File: config.mk
export PLATFORM = sky130hd
export DESIGN_NAME = pipe_hazard_ctrl
export DESIGN_NICKNAME = d
export VERILOG_FILES = /design/src/rtl/pipe_hazard_ctrl.sv
export SDC_FILE = /design/constraint.sdc
export NUM_CORES = 1
export LEC_CHECK = 0
export CORE_ASPECT_RATIO = 0.75
export CORE_MARGIN = 2
export CORE_UTILIZATION = 55
export DETAILED_ROUTE_END_ITERATION = 10
export DONT_BUFFER_PORTS = 1
export PLACE_DENSITY = 0.81
export SYNTH_ARGS = -nofsm -noshare
export SYNTH_HDL_FRONTEND = slang
export SYNTH_SLANG_ARGS = --single-unit
File: constraint.sdc
create_clock -name clk -period 3.1 [get_ports clk]
set_clock_uncertainty 0.05 [all_clocks]
set_input_delay 0.155 -clock clk [delete_from_list [all_inputs] [get_ports clk]]
set_output_delay 0.155 -clock clk [all_outputs]
set_load 0.03 [all_outputs]
File: src/rtl/pipe_hazard_ctrl.sv
// Pipeline hazard controller: memory stalls, load-use bubbles,
// branch flushes, operand forwarding and a saturating stall counter.
module pipe_hazard_ctrl (
    input  logic        clk,
    input  logic        reset,
    input  logic [2:0]  dec_srcA,
    input  logic [2:0]  dec_srcB,
    input  logic        dec_useA,
    input  logic        dec_useB,
    input  logic [2:0]  alu_dest,
    input  logic        alu_we,
    input  logic [1:0]  alu_ldSt,
    input  logic [2:0]  mem_dest,
    input  logic        mem_we,
    input  logic        mem_req,
    input  logic        mem_ready,
    input  logic        branch_taken,
    input  logic        stall_clr,
    output logic        enable_fetch,
    output logic        enable_decode,
    output logic        enable_alu,
    output logic        enable_mem,
    output logic        insert_bubble,
    output logic        flush_decode,
    output logic [1:0]  fwd_a,
    output logic [1:0]  fwd_b,
    output logic [15:0] stall_count
);

    localparam logic [1:0] S_RUN      = 2'd0;
    localparam logic [1:0] S_MEM_WAIT = 2'd1;
    localparam logic [1:0] S_FLUSH    = 2'd2;

    localparam logic [1:0] LDST_LOAD = 2'b01;

    logic [1:0]  state_q, state_d;
    logic [15:0] stall_count_q, stall_count_d;

    logic mstall;
    logic lduse;
    logic alu_is_load;
    logic [1:0] fwd_a_raw, fwd_b_raw;

    assign mstall      = mem_req & ~mem_ready;
    assign alu_is_load = (alu_ldSt == LDST_LOAD);
    assign lduse       = alu_is_load & alu_we &
                         ((dec_useA & (dec_srcA == alu_dest)) |
                          (dec_useB & (dec_srcB == alu_dest)));

    always_comb begin
        state_d       = state_q;
        enable_fetch  = 1'b1;
        enable_decode = 1'b1;
        enable_alu    = 1'b1;
        enable_mem    = 1'b1;
        insert_bubble = 1'b0;
        flush_decode  = 1'b0;
        case (state_q)
            S_RUN: begin
                if (mstall) begin
                    enable_fetch  = 1'b0;
                    enable_decode = 1'b0;
                    enable_alu    = 1'b0;
                    enable_mem    = 1'b0;
                    state_d       = S_MEM_WAIT;
                end else if (branch_taken) begin
                    insert_bubble = 1'b1;
                    flush_decode  = 1'b1;
                    state_d       = S_FLUSH;
                end else if (lduse) begin
                    enable_fetch  = 1'b0;
                    enable_decode = 1'b0;
                    insert_bubble = 1'b1;
                end
            end
            S_MEM_WAIT: begin
                // The frozen ALU register keeps any pending branch for RUN.
                if (!mem_ready) begin
                    enable_fetch  = 1'b0;
                    enable_decode = 1'b0;
                    enable_alu    = 1'b0;
                    enable_mem    = 1'b0;
                end else begin
                    state_d = S_RUN;
                end
            end
            S_FLUSH: begin
                if (mstall) begin
                    enable_fetch  = 1'b0;
                    enable_decode = 1'b0;
                    enable_alu    = 1'b0;
                    enable_mem    = 1'b0;
                end else begin
                    insert_bubble = 1'b1;
                    flush_decode  = 1'b1;
                    state_d       = S_RUN;
                end
            end
            default: state_d = S_RUN;
        endcase
    end

    always_comb begin
        fwd_a_raw = 2'b00;
        if (dec_useA & alu_we & ~alu_is_load & (alu_dest == dec_srcA))
            fwd_a_raw = 2'b01;
        else if (dec_useA & mem_we & (mem_dest == dec_srcA))
            fwd_a_raw = 2'b10;
    end

    always_comb begin
        fwd_b_raw = 2'b00;
        if (dec_useB & alu_we & ~alu_is_load & (alu_dest == dec_srcB))
            fwd_b_raw = 2'b01;
        else if (dec_useB & mem_we & (mem_dest == dec_srcB))
            fwd_b_raw = 2'b10;
    end

    assign fwd_a = insert_bubble ? 2'b00 : fwd_a_raw;
    assign fwd_b = insert_bubble ? 2'b00 : fwd_b_raw;

    always_comb begin
        stall_count_d = stall_count_q;
        if (stall_clr)
            stall_count_d = 16'h0000;
        else if (!enable_decode && (stall_count_q != 16'hFFFF))
            stall_count_d = stall_count_q + 16'h0001;
    end

    always_ff @(posedge clk or negedge reset) begin
        if (!reset) begin
            state_q       <= S_RUN;
            stall_count_q <= 16'h0000;
        end else begin
            state_q       <= state_d;
            stall_count_q <= stall_count_d;
        end
    end

    assign stall_count = stall_count_q;

endmodule

# ---- Yosys cells after proc, flatten, opt, wreduce, memory -nomap -nowiden
# Cells that the tools add are included.
dict set report word_totals {
  register_bits 18
  input_bits 24
  output_inout_bits 26
  word_cells 67
}
dict set report classes {
  add_sub_neg 1
  n_eq_ne 13
  muxes 27
  n_bitwise 18
  reduce_logical 6
}
# cell n
set op_table {}
lappend op_table {{two-way mux 16 bit} 2}
lappend op_table {{two-way mux 2 bit} 10}
lappend op_table {{equality test 3 bit} 6}
lappend op_table {{adder 16 x 1 -> 16 bit (second input constant)} 1}
lappend op_table {{!= test 16 bit (second input constant)} 1}
lappend op_table {{AND 1 bit} 15}
lappend op_table {{two-way mux 1 bit} 10}
lappend op_table {{case mux 1 bit (2 select lines)} 3}
lappend op_table {{case mux 2 bit (3 select lines)} 1}
lappend op_table {{equality test 2 x 1 -> 1 bit (second input constant)} 2}
lappend op_table {{!= test 2 bit (second input constant)} 2}
lappend op_table {{!= test 3 bit (second input constant)} 1}
lappend op_table {{case mux 1 bit (3 select lines)} 1}
lappend op_table {{AND reduction 3 bit} 1}
lappend op_table {{equality test 2 bit (second input constant)} 1}
lappend op_table {{logical NOT 2 bit} 1}
lappend op_table {{inverter 1 bit} 2}
lappend op_table {{nonzero test 2 bit} 1}
lappend op_table {{OR reduction 2 bit} 1}
lappend op_table {{logical AND 1 bit} 1}
lappend op_table {{logical NOT 1 bit} 1}
lappend op_table {{bitwise OR 1 bit} 1}

# ---- Depth between registers and ports, before layout
# Gate-level depths: netlist of the first run.
dict set report depth {
  ltp_word 12
  mapped_depth 9
  ltp_nobuf 7
}

# ---- Least setup slack after synthesis of the first run
# OpenSTA, ideal clock, no wires.
dict set report synth_path {
  path_kind {register to register}
  startpoint {register stall_count_q[0], in the netlist stall_count[0]}
  endpoint {register stall_count_q[1], in the netlist stall_count[1]}
  setup_ps 132
  t_arrival_ps 2071
  required_time_ps 2918
  path_slack_ps 847
  path_stages_with_launch 10
  n_path_buf 2
  synth_period_minus_slack_ps 2253
  path_cell_list {dfrtp_1 -> ha_1 -> nand4_1 -> nor4_1 -> nor2_1 -> nor2_2 -> buf_6 -> buf_2 -> mux2i_1 -> nor2_1}
}
dict set report synth_via {
  elab_chain_cells 3
  word_cells_on_any_way 6
  classes_between {add/sub: 1; eq/ne: 1; mux: 2; reduce/logical: 2}
}
# item line
set synth_rtl {}
lappend synth_rtl {{from (decl)} 37} ;# logic [15:0] stall_count_q, stall_count_d;
lappend synth_rtl {{from (signal assigned)} 136} ;# stall_count_q <= stall_count_d;
lappend synth_rtl {{adder 16 x 1 -> 16 bit or != test 16 bit (tied branches)} {127, 126}}
lappend synth_rtl {{two-way mux 16 bit or logical AND 1 bit (tied branches)} 126} ;# else if (!enable_decode && (stall_count_q != 16'hFFFF))
lappend synth_rtl {{two-way mux 16 bit or nonzero test 2 bit (tied branches)} n/a}
# Several ways; a longest one is shown, not always the timed one. The select of a mux whose other input is x is not followed.
# A chain may end at the register's enable or synchronous reset.

# ---- Final worst setup path of the first run
dict set report layout_path {
  startpoint {register stall_count_q[1], in the netlist stall_count[1]}
  endpoint {register stall_count_q[1], in the netlist stall_count[1]}
}
# Same word-level chain as after synthesis.

==> impl_metrics.py, run 1 <==
metrics = {
    "pwr": {
        "p_leak_nw": 0.5158,
        "peakVddDrop_uv": 338.4,
        "p_per_area_mw_per_mm2": 367.7,
        "fin_total_pwr_mw": 0.4919,
    },
    "routing": {
        "top_layer": "met4",
        "wl_met2_mm": 1.370,
        "vias_per_cell": 6.192,
        "routedWlPerCell_um": 16.01,
        "vias": 1096,
        "first_pass_iters": 4,
        "dr_wl_met3_um": 189,
        "route.detailed.drc": 0,
        "wl_mm": 2.834,
        "ant_nets": 0,
        "drt-initial-drc-count": 36,
        "wirelength_met1_mm": 1.243,
    },
    "critical_path": {
        "startpoint_type": "flip-flop",
        "r2r_slack_ns": 0.53,
        "critPathCaptureType": "flip-flop",
        "crit_path_max_fanout": 14,
        "crit_start": "stall_count[1]$_DFFE_PN0P_",
        "criticalPathCategory": "flip-flop to flip-flop",
        "critical_path_arrival_ns": 2.69,
        "cp.required_ns": 3.22,
        "worstRegToRegCells": 8,
        "reg2reg_to": "stall_count[1]$_DFFE_PN0P_",
        "reg2reg_from": "stall_count[1]$_DFFE_PN0P_",
    },
    "min_path": {
        "hp-class": "input pin to flip-flop",
        "min_to": "state_q[1]$_DFFE_PN0P_",
        "hp-start": "mem_ready",
        "hold_path_depth": 3,
    },
    "synthesis": {
        "synth_edf_count": 0,
        "synth.most_common_cell": "dfrtp_1",
        "syn_inst": 145,
        "syn_nets": 170,
        "yosysTopAreaCell": "dfrtp_1",
        "yosysTopAreaCellShare": 0.3689,
        "synth_common_cells": "dfrtp_1 (18), a21oi_1 (15), nor2_1 (13), xnor2_1 (12)",
        "synth.distinct_cells": 36,
        "ys_seq_elements": 18,
        "synthArstFlopShare": 1.000,
        "syn_area_mm2": 0.001221,
        "synth-seq-area-share": 0.3689,
        "yosys_most_used_dff": "dfrtp_1",
        "synth_area_leaders": "dfrtp_1 (37%), xnor2_1 (8.6%), a21oi_1 (6.1%)",
        "ys_warn_count": 0,
        "syn_area_per_cell_um2": 8.422,
    },
    "finish": {
        "nNetsFinal": 179,
        "fin_util": 0.6526,
        "drive_gt1_frac": 0.09150,
        "n_antenna_cell": 0,
        "fillers": 173,
        "areaGrowthSynthToFinish_pct": 9.528,
    },
    "floorplanning": {
        "io_pins": 50,
        "row_count": 14,
        "initial_utilization": 0.5958,
        "die_h_um": 44.81,
        "die-area_mm2": 0.002617,
        "die_w_um": 58.41,
        "core_mm2": 0.002049,
    },
    "grt": {
        "grt_antenna_before_repair": 0,
        "grt.overflow.total": 0,
        "grt_max_degree": 19,
        "grt_usage": 0.2450,
        "grt_pass1_vias": 1053,
        "grt_pass1_wl_mm": 4.899,
    },
    "clocking": {
        "cts_sinks": 18,
        "clock_latency_ns": 0.29,
        "cts_buffers": 3,
        "cts_tree": "done",
        "root_buffer": "clkbuf_4",
        "clk_path_buf_depth": 2,
        "cts_setup_buffers": 0,
        "cts_htree_levels": 1,
        "cts.clk_slew.worst_paths_ns": 0.11,
    },
    "sta": {
        "tightest_slew_ns": 0.8001,
        "max_slew_margin": 0.4648,
        "drv_slew": 0,
        "hold_viol_final": 0,
        "fin_crit_sh": 0.8291,
        "clock.fmax_ghz": 0.3891,
        "rsz0062_at_grt": "no",
        "period_minus_slack_ns": 2.570,
        "finalSetupViolations": 0,
        "setup_tns_ns": 0,
    },
    "placed_design": {
        "gp_congestion": 0.7836,
        "hpwl_mm": 2.092,
        "numPortBuffers": 0,
    },
    "flow_run": {
        "cap_violations": 0,
    },
    "outcome": {
        "status": "complete, no violations",
    },
}
routing by layer:
metal	vias to the layer above	GRT usage
met5	-	0
met4	0	0.04651
met3	4	0.07450
met2	40	0.3933
met1	509	0.3327
li1	543	-
flip-flops by register name, summed over array words and instances (netlist names):
| name | cells |
|---|---|
| stall_count | 16 |
| state_q | 2 |
critical path: stages (launching register included):
cell	delay [ns]
dfrtp_1	0.57
ha_1	0.27
nand4_1	0.13
nor4_1	0.44
nor2_1	0.12
nor2_2	0.35
buf_4	0.26
mux2i_1	0.20
nor2_1	0.05
logic make-up (layout without fill, tap and decap cells):
| family | count (synthesis) | after routing | synth area share |
|---|---|---|---|
| mux | 1 | 1 | 0.008197 |
| flops | 18 | 18 | 0.3689 |
| xor+xnor | 14 | 14 | 0.1004 |
| fa+ha+maj | 1 | 1 | 0.01024 |
| compound gates | 36 | 36 | 0.1814 |
| buf+inv | 14 | 22 | 0.05635 |
| simple gates | 61 | 61 | 0.2746 |
layout make-up:
type                            count  area (µm²)  share of cell area
Inverter                            7       26.28             0.01964
Tap cell                           24       30.03             0.02245
Timing Repair Buffer               11       92.59             0.06922
Multi-Input combinational cell    113       701.9              0.5248
Clock buffer                        4       36.28             0.02713
Sequential cell                    18       450.4              0.3368
cells in the final DEF (no fill, tap or decap), types with 2 or more instances in the layout:
master / n
nor2_1: 13
xnor2_1: 12
or3_1: 4
a21o_1: 2
nand2_1: 7
xor2_1: 2
a21oi_1: 15
o31ai_1: 7
nand3_1: 5
nor2b_1: 2
inv_1: 7
clkbuf_4: 3
buf_4: 7
nand4_1: 8
o21ai_0: 8
or4_1: 8
dlygate4sd3_1: 4
dfrtp_1: 18
nor3_1: 5
report_power, final:
group	leakage (nW)	switching [mW]	internal, mW
clock	0.0210	0.0729	0.0716
combinational	0.246	0.0645	0.0356
sequential	0.249	0.00755	0.240
metrics by stage:
stage	hold slack (ns)	cells	setup WS (ns)	instance area, µm²
2_1_floorplan	-0.1906	145	0.8471	1221
3_3_place_gp	-0.1902	169	0.7288	1261
3_5_place_dp	-0.1902	169	0.5909	1261
4_1_cts	0.07938	177	0.5306	1338
5_1_grt	0.1223	177	0.3103	1338
6_report	0.07927	177	0.5297	1338
worst max path at each step:
stage	slack [ns]	depth (start not counted)	endpoint
after detailed placement	0.59	8	stall_count[5]$_DFFE_PN0P_
after global routing	0.31	7	stall_count[5]$_DFFE_PN0P_
final	0.53	8	stall_count[1]$_DFFE_PN0P_
after global placement	0.73	8	stall_count[1]$_DFFE_PN0P_
after CTS	0.53	8	stall_count[5]$_DFFE_PN0P_
after floorplan	0.85	9	stall_count[1]$_DFFE_PN0P_
what timing repair did:
item | in CTS | in global routing
resized for setup | 0 | 0
hold buffers | 4 | 0
hold endpoints to repair | 35 | 0
Note: power is estimated with default switching activity, not from simulation.
==> inputs of run 2 (changes only) <==
Clock period 3.1 ns to 2.6 ns, I/O delays scaled along.
==> impl_metrics.py, run 2 (synthesis results as in run 1) <==
metrics = {
    "critical_path": {
        "slowest_delay_ns": 0.46,
        "criticalPathCategory": "flip-flop to flip-flop",
        "critPathCaptureType": "flip-flop",
        "critical_path_arrival_ns": 2.60,
        "cp_slowest_cell": "dfrtp_1",
        "cp_cell_sequence": "or3b_1 > a211o_1 > a211oi_2 > nor2_2 > buf_4 > or4_1 > a21oi_1",
        "crit_path_max_fanout": 26,
        "cp_num_buf_inv": 1,
        "startpoint_type": "flip-flop",
        "crit_family": "simple AND/OR/NAND/NOR gates",
        "cp.required_ns": 2.78,
    },
    "grt": {
        "grt.overflow.total": 0,
        "grt_max_degree": 27,
        "grt_usage": 0.2424,
        "grt_pass1_wl_mm": 4.823,
        "grt_antenna_before_repair": 0,
        "grt_pass1_vias": 1123,
    },
    "flow_run": {
        "cap_violations": 0,
    },
    "floorplanning": {
        "row_count": 14,
        "die_h_um": 44.81,
        "die-area_mm2": 0.002617,
        "die_w_um": 58.41,
        "initial_utilization": 0.5958,
        "core_mm2": 0.002049,
        "io_pins": 50,
    },
    "clocking": {
        "cts.clk_slew.worst_paths_ns": 0.10,
        "cts_tree": "done",
        "root_buffer": "clkbuf_4",
        "cts_buffers": 3,
        "clk_path_buf_depth": 2,
        "cts_setup_buffers": 0,
        "cts_sinks": 18,
        "cts_htree_levels": 1,
        "clock_latency_ns": 0.30,
    },
    "routing": {
        "vias": 1187,
        "wl_mm": 2.882,
        "vias_per_cell": 6.451,
        "drt-initial-drc-count": 60,
        "routedWlPerCell_um": 15.66,
        "ant_nets": 0,
        "first_pass_iters": 4,
        "route.detailed.drc": 0,
    },
    "sta": {
        "drv_slew": 0,
        "setup_slack_ns": 0.1823,
        "period_minus_slack_ns": 2.418,
        "fin_crit_sh": 0.9299,
        "tightest_slew_ns": 0.8259,
        "setup_tns_ns": 0,
        "hold_viol_final": 0,
        "clock.fmax_ghz": 0.4136,
        "finalSetupViolations": 0,
        "rsz0062_at_grt": "no",
        "max_slew_margin": 0.4476,
    },
    "finish": {
        "areaGrowthSynthToFinish_pct": 13.83,
        "largest_register_ffs": 16,
        "nNetsFinal": 186,
        "fin_area_mm2": 0.001390,
        "fillers": 169,
        "fin_util": 0.6783,
        "layout_common_cells": "dfrtp_1 (18), a21oi_1 (15), buf_4 (14), nor2_1 (13), xnor2_1 (12)",
        "drive_gt1_frac": 0.1313,
        "n_antenna_cell": 0,
        "final_common_cell": "dfrtp_1",
    },
    "placed_design": {
        "dp_slack_ns": 0.2365,
        "numPortBuffers": 0,
        "place_area_mm2": 0.001314,
        "gp_congestion": 0.8094,
        "hpwl_mm": 2.146,
    },
    "pwr": {
        "p_per_area_mw_per_mm2": 427.7,
        "fin_total_pwr_mw": 0.5945,
        "p_leak_nw": 0.5515,
        "peakVddDrop_uv": 342.8,
    },
    "min_path": {
        "hp-class": "input pin to flip-flop",
    },
    "outcome": {
        "status": "complete, no violations",
    },
}
==> run 2: cell count changes in the layout (fill, tap and decap cells not counted), sizes merged <==
cell | previous run | this run
buf | 7 | 14
==> run 2: path summary, 6_finish.rpt <==
path	start	end	slack [ns]	cells past startpoint
worst max-delay path	state_q[0]$_DFFE_PN0P_	stall_count[12]$_DFFE_PN0P_	0.18	7
worst min-delay path	mem_ready	state_q[1]$_DFFE_PN0P_	0.05	3
worst max register to register	state_q[0]$_DFFE_PN0P_	stall_count[12]$_DFFE_PN0P_	0.18	7
worst min register to register	state_q[0]$_DFFE_PN0P_	state_q[1]$_DFFE_PN0P_	0.51	1
max in group asynchronous	reset	stall_count[8]$_DFFE_PN0P_	1.68	1
min in group asynchronous	reset	state_q[1]$_DFFE_PN0P_	0.31	1
==> run 2: cell type report <==
class                           count  area, µm²  area share
Clock buffer                        4      36.28     0.02610
Sequential cell                    18      450.4      0.3240
Inverter                            7      26.28     0.01890
Timing Repair Buffer               18      145.1      0.1044
Multi-Input combinational cell    113      701.9      0.5050
Tap cell                           24      30.03     0.02160
==> run 2: worst min-delay path, delay by kind of cell <==
family / cells / cell delay [ns]
AOI/OAI and AO/OA: 1 / 0.15
and+or+nand+nor: 2 / 0.10
==> run 2: timing repair <==
action                    4_1_cts  5_1_grt
hold endpoints to repair       35        0
gates resized for setup         0        0
hold buffers                    4        0
==> run 2: where the power goes <==
part	switching, mW	internal (mW)	leakage (nW)
Clock	0.0905	0.0856	0.0210
Combinational	0.0799	0.0448	0.282
Sequential	0.00783	0.286	0.249
Total	0.178	0.416	0.551
==> run 2: metrics by stage <==
stage / instances / hold WS (ns)
floorplan: 145 / -0.2156
global placement: 176 / -0.2152
detailed placement: 176 / -0.2152
CTS: 184 / 0.05258
global route: 184 / 0.1011
finish: 184 / 0.05026
==> run 2: layer usage <==
| metal | routed length [µm] | up-vias | global-route usage |
|---|---|---|---|
| met4 | 59 | 0 | 0.09302 |
| met2 | 1412 | 46 | 0.4135 |
| met1 | 1197 | 572 | 0.2813 |
| li1 | - | 560 | - |
| met3 | 212 | 9 | 0.08883 |
| met5 | 0 | - | 0 |
